===== src/rtl/datap_pkg.sv =====
// Shared constants for the datap multiply/add pipeline: func encodings and default width.
package datap_pkg;

  localparam int unsigned DATAP_BITS = 32;

  localparam logic [1:0] FUNC_MUL = 2'b00;
  localparam logic [1:0] FUNC_ADD = 2'b01;
  localparam logic [1:0] FUNC_MAC = 2'b10;
  localparam logic [1:0] FUNC_ACC = 2'b11;

endpackage


===== src/rtl/datap_mul.sv =====
// Combinational unsigned bits x bits -> 2*bits multiplier feeding datap stage 1.
module datap_mul
  import datap_pkg::*;
#(
  parameter int unsigned bits = DATAP_BITS
) (
  input  logic [bits-1:0]   a_i,
  input  logic [bits-1:0]   b_i,
  output logic [2*bits-1:0] p_o
);

  assign p_o = {{bits{1'b0}}, a_i} * {{bits{1'b0}}, b_i};

endmodule


===== src/rtl/datap.sv =====
// Two-stage multiply/add datapath: stage 1 registers A*B, A, C, func; stage 2 selects the result.
// Build option: define DATAP_ACC_EN to make func 11 accumulate result + mult_out_reg (else hold).
module datap
  import datap_pkg::*;
#(
  parameter int unsigned bits = DATAP_BITS
) (
  input  logic              clk,
  input  logic              rst_n,
  input  logic [1:0]        func,
  input  logic [bits-1:0]   A,
  input  logic [bits-1:0]   B,
  input  logic [bits-1:0]   C,
  output logic [2*bits-1:0] result,
  output logic [1:0]        func_reg,
  output logic [2*bits-1:0] mult_out_reg,
  output logic [bits-1:0]   c_reg
);

  logic [2*bits-1:0] prod;
  logic [2*bits-1:0] mult_q;
  logic [bits-1:0]   a_q;
  logic [bits-1:0]   c_q;
  logic [1:0]        func_q;
  logic [2*bits-1:0] result_q;
  logic [2*bits-1:0] result_d;

  datap_mul #(.bits(bits)) u_mul (
    .a_i (A),
    .b_i (B),
    .p_o (prod)
  );

  always_ff @(posedge clk or negedge rst_n) begin
    if (!rst_n) begin
      mult_q <= '0;
      a_q    <= '0;
      c_q    <= '0;
      func_q <= FUNC_MUL;
    end else begin
      mult_q <= prod;
      a_q    <= A;
      c_q    <= C;
      func_q <= func;
    end
  end

  // Operands are zero-extended to 2*bits so the add carry lands in bit `bits`.
  always_comb begin
    result_d = result_q;
    case (func_q)
      FUNC_MUL: result_d = mult_q;
      FUNC_ADD: result_d = {{bits{1'b0}}, a_q} + {{bits{1'b0}}, c_q};
      FUNC_MAC: result_d = mult_q + {{bits{1'b0}}, c_q};
      FUNC_ACC: begin
`ifdef DATAP_ACC_EN
        result_d = result_q + mult_q;
`else
        result_d = result_q;
`endif
      end
      default:  result_d = result_q;
    endcase
  end

  always_ff @(posedge clk or negedge rst_n) begin
    if (!rst_n) begin
      result_q <= '0;
    end else begin
      result_q <= result_d;
    end
  end

  assign result       = result_q;
  assign func_reg     = func_q;
  assign mult_out_reg = mult_q;
  assign c_reg        = c_q;

endmodule


===== config.mk =====
export PLATFORM = sky130hd
export DESIGN_NAME = datap
export DESIGN_NICKNAME = d
export VERILOG_FILES = /design/src/rtl/datap_pkg.sv /design/src/rtl/datap_mul.sv /design/src/rtl/datap.sv
export SDC_FILE = /design/constraint.sdc
export NUM_CORES = 2
export LEC_CHECK = 0
export BUFFER_PORTS_ARGS = -buffer_cell sky130_fd_sc_hd__buf_2
export CORE_MARGIN = 3
export CORE_UTILIZATION = 30
export DETAILED_ROUTE_END_ITERATION = 8
export PLACE_DENSITY_LB_ADDON = 0.1
export SYNTH_ARGS = -nofsm -noshare
export SYNTH_HDL_FRONTEND = slang
export SYNTH_SLANG_ARGS = --single-unit

===== constraint.sdc =====
create_clock -name clk -period 8.8 [get_ports clk]
set_input_delay 1.32 -clock clk [delete_from_list [all_inputs] [get_ports clk]]
set_output_delay 1.32 -clock clk [all_outputs]
set_load 0.02 [all_outputs]

==> metrics.md <==
| Metric | Value |
|---|---|
| CP arrival | `8.87 ns` |
| RD Place Congestion | `0.836` |
| Vias | `32.4k` |
| Register area share after synthesis | `0.112` |
| Worst Path Max Fanout | `14` |
| Synthesized Nets | `5982` |
| Drt pass-1 iters | `5` |
| Core Rows | `138` |
| Core area | `0.142 mm²` |
| Final #Nets | `6249` |
| Post-DP Area | `0.0481 mm²` |
| Kind of critical path | `in2reg` |
| Clock latency on the worst-skew pair | `0.51 ns` |
| Post-cts repair resize count | `0` |
| Synth-to-layout area growth | `12.4%` |
| Post-CTS Hold Fix Bufs | `0` |
| H-tree Lvls | `4` |
| CP peak stage delay | `0.63 ns` |
| Via-to-Cell Ratio | `4.75` |
| I/O pins | `262` |
| Total track usage | `0.203` |
| Mapped Cells | `4654` |
| Final Setup Violations | `0` |
| Syn Area/Cell | `9.31 µm²` |
| Routed WL | `147 mm` |
| Final period util | `0.962` |
| Tightest Pin Transition | `1.07 ns` |
| Num CTS Buffers | `17` |
| Post-CTS setup buffer count | `0` |
| Mapped Area | `0.0433 mm²` |
| Most common cell on crit path | `fa_1` |
| Aggregate global routing overflow | `0` |
| Setup TNS | `0 ns` |
| Dpl cells | `6792` |
| Ys async rst share | `1.00` |
| Post-route insts no fill | `6828` |
| RSZ-0062 raised after global routing | `false` |
| Max transition margin | `0.288` |
| First-pass GRT wire length | `229 mm` |
| Ys flop type | `dfrtp_1` |
| Detail Placement HPWL | `125 mm` |
| Required time of the worst setup path | `9.20 ns` |
| Ys Warns | `0` |
| Layout cell share with drive strength beyond 1 | `0.113` |
| Final ANT Viol Nets | `0` |
| Clock transition at path regs | `0.09 ns` |
| Vias in the first global route | `35.4k` |
| CP startpoint kind | `primary input` |
| HP Class | `reg2reg` |
| Max-Cap Viols | `0` |
| Worst R2R Path Depth | `13` |
| Synthesized flop and latch total | `194` |
| Hold slack | `0.478 ns` |
| Crit-path slowest cell | `fa_1` |
| Slew Limit Fails | `0` |
| Final worst path period need | `8.47 ns` |
| Drt drc | `0` |
| Finished Cell Area | `0.0487 mm²` |
| PortBufs | `261` |
| Initial core utilization | `0.304` |
| Area of the die | `0.149 mm²` |
| CTS tree | `yes` |
| Die H | `386 µm` |
| Worst hold stages | `2` |
| Worst Skew | `0.0255 ns` |
| Max Clock Freq | `0.118 GHz` |
| Root buffer cell | `clkbuf_16` |
| Pin count of the biggest net entering global routing | `82` |
| Die width | `386 µm` |
| CTS Sinks | `194` |
| CTS max path bufs | `2` |
| Drt wl/cell | `21.6 µm` |
| Initial antenna violation count | `13` |
| Fin. Hold Viols | `0` |
| Number of DRC markers in iteration 0 | `1662` |
| Post-synth EDFFs | `0` |
| Status | `finished, final reports clean` |
| Unique masters post-synth | `69` |
| Worst setup EP type | `flip-flop` |
==> layout by cell type (no fill, tap or decap), drive strengths merged, types with 6 or more instances in the layout <==
master  instances
a211o          10
a211oi         11
a21boi          6
a21o           77
a21oi         155
a221oi         27
a22o           24
a22oi           6
a31oi          25
and2          604
and3           18
buf           501
clkbuf         24
dfrtp         194
fa            898
ha            330
inv           887
nand2         544
nand2b         14
nand3          27
nand4          38
nor2           69
nor2b          30
nor3           26
nor3b           6
nor4           13
o211ai          8
o21a           13
o21ai          86
o21bai         24
o31ai          19
or2             7
or3             8
xnor2          80
xor2           63
==> Yosys cell counts, types with 8 or more instances <==
cell type  number  area (µm²)
nand3_1        27         135
or3_1           8        50.1
dfrtp_1       194        4850
o21bai_1       24         180
a211oi_1       11        82.6
nand2_1       542        2030
and3_1         18         113
a31oi_1        25         156
nand2b_1       14        87.6
xnor2_1        80         701
nor2_1         69         259
nor2b_1        30         188
o21ai_0        85         425
o31ai_1        19         143
a221oi_1       27         236
and2_1        604        3780
o211ai_1        8        60.1
a21oi_1       154         771
o21a_1         13        97.6
inv_1         878        3300
ha_1          330        4130
xor2_1         63         552
a21o_1         77         578
a22o_1         24         210
clkbuf_1      254         953
a211o_1        10        87.6
nor3_1         26         130
nor4_1         13        81.3
fa_1          898       18000
nand4_1        38         238
==> cell families after synthesis <==
group                      share of synthesized area
and+or+nand+nor                                0.169
adders and majority gates                      0.510
buffers and inverters                         0.0988
AOI/OAI and AO/OA                             0.0798
DFF                                            0.112
xor gates and xnor gates                      0.0289
muxes                                       0.000953
==> worst paths after layout <==
check,startpoint,endpoint,slack (ns)
worst max-delay path,A[12],mult_out_reg[56],0.33
worst min-delay path,result[3],result[3],0.48
worst max register to register,mult_out_reg[0],result[58],4.80
worst min register to register,result[3],result[3],0.48
max in group asynchronous,rst_n,mult_out_reg[13],6.47
min in group asynchronous,rst_n,result[54],0.81
==> metrics by stage <==
| stage | utilization | setup WS, ns |
|---|---|---|
| global placement | 0.337 | -0.387 |
| detailed placement | 0.337 | -0.418 |
| floorplan | - | 0.500 |
| CTS | 0.342 | 0.133 |
| global route | 0.342 | 0.0250 |
| finish | 0.342 | 0.330 |
==> critical path, delay by kind of cell <==
kind	cells	cell delay (ns)
AO/OA/AOI/OAI	9	1.94
adder cells (fa/ha/maj)	9	4.45
buffers and inverters	6	0.93
AND/OR/NAND/NOR	1	0.18
==> metal layers <==
layer / track usage / part of all wire / vias to the layer above
met5: 0 / 0.00027 / -
met4: 0.0283 / 0.0099 / 6
met3: 0.0193 / 0.037 / 79
met2: 0.338 / 0.48 / 608
met1: 0.293 / 0.48 / 16965
li1: - / - / 14771
==> layout make-up <==
type / instances / area (µm²)
fill: 14838 / 93700
multi-input combinational: 3322 / 34200
inverter: 879 / 3300
sequential: 194 / 4850
timing repair buffer: 507 / 3350
antenna: 4 / 10.0
clock buffer: 18 / 439
tap: 1890 / 2360
clock inverter: 14 / 173
Power is not shown: default switching activity piles up to over one toggle a cycle in this logic, so the estimate is an artifact.
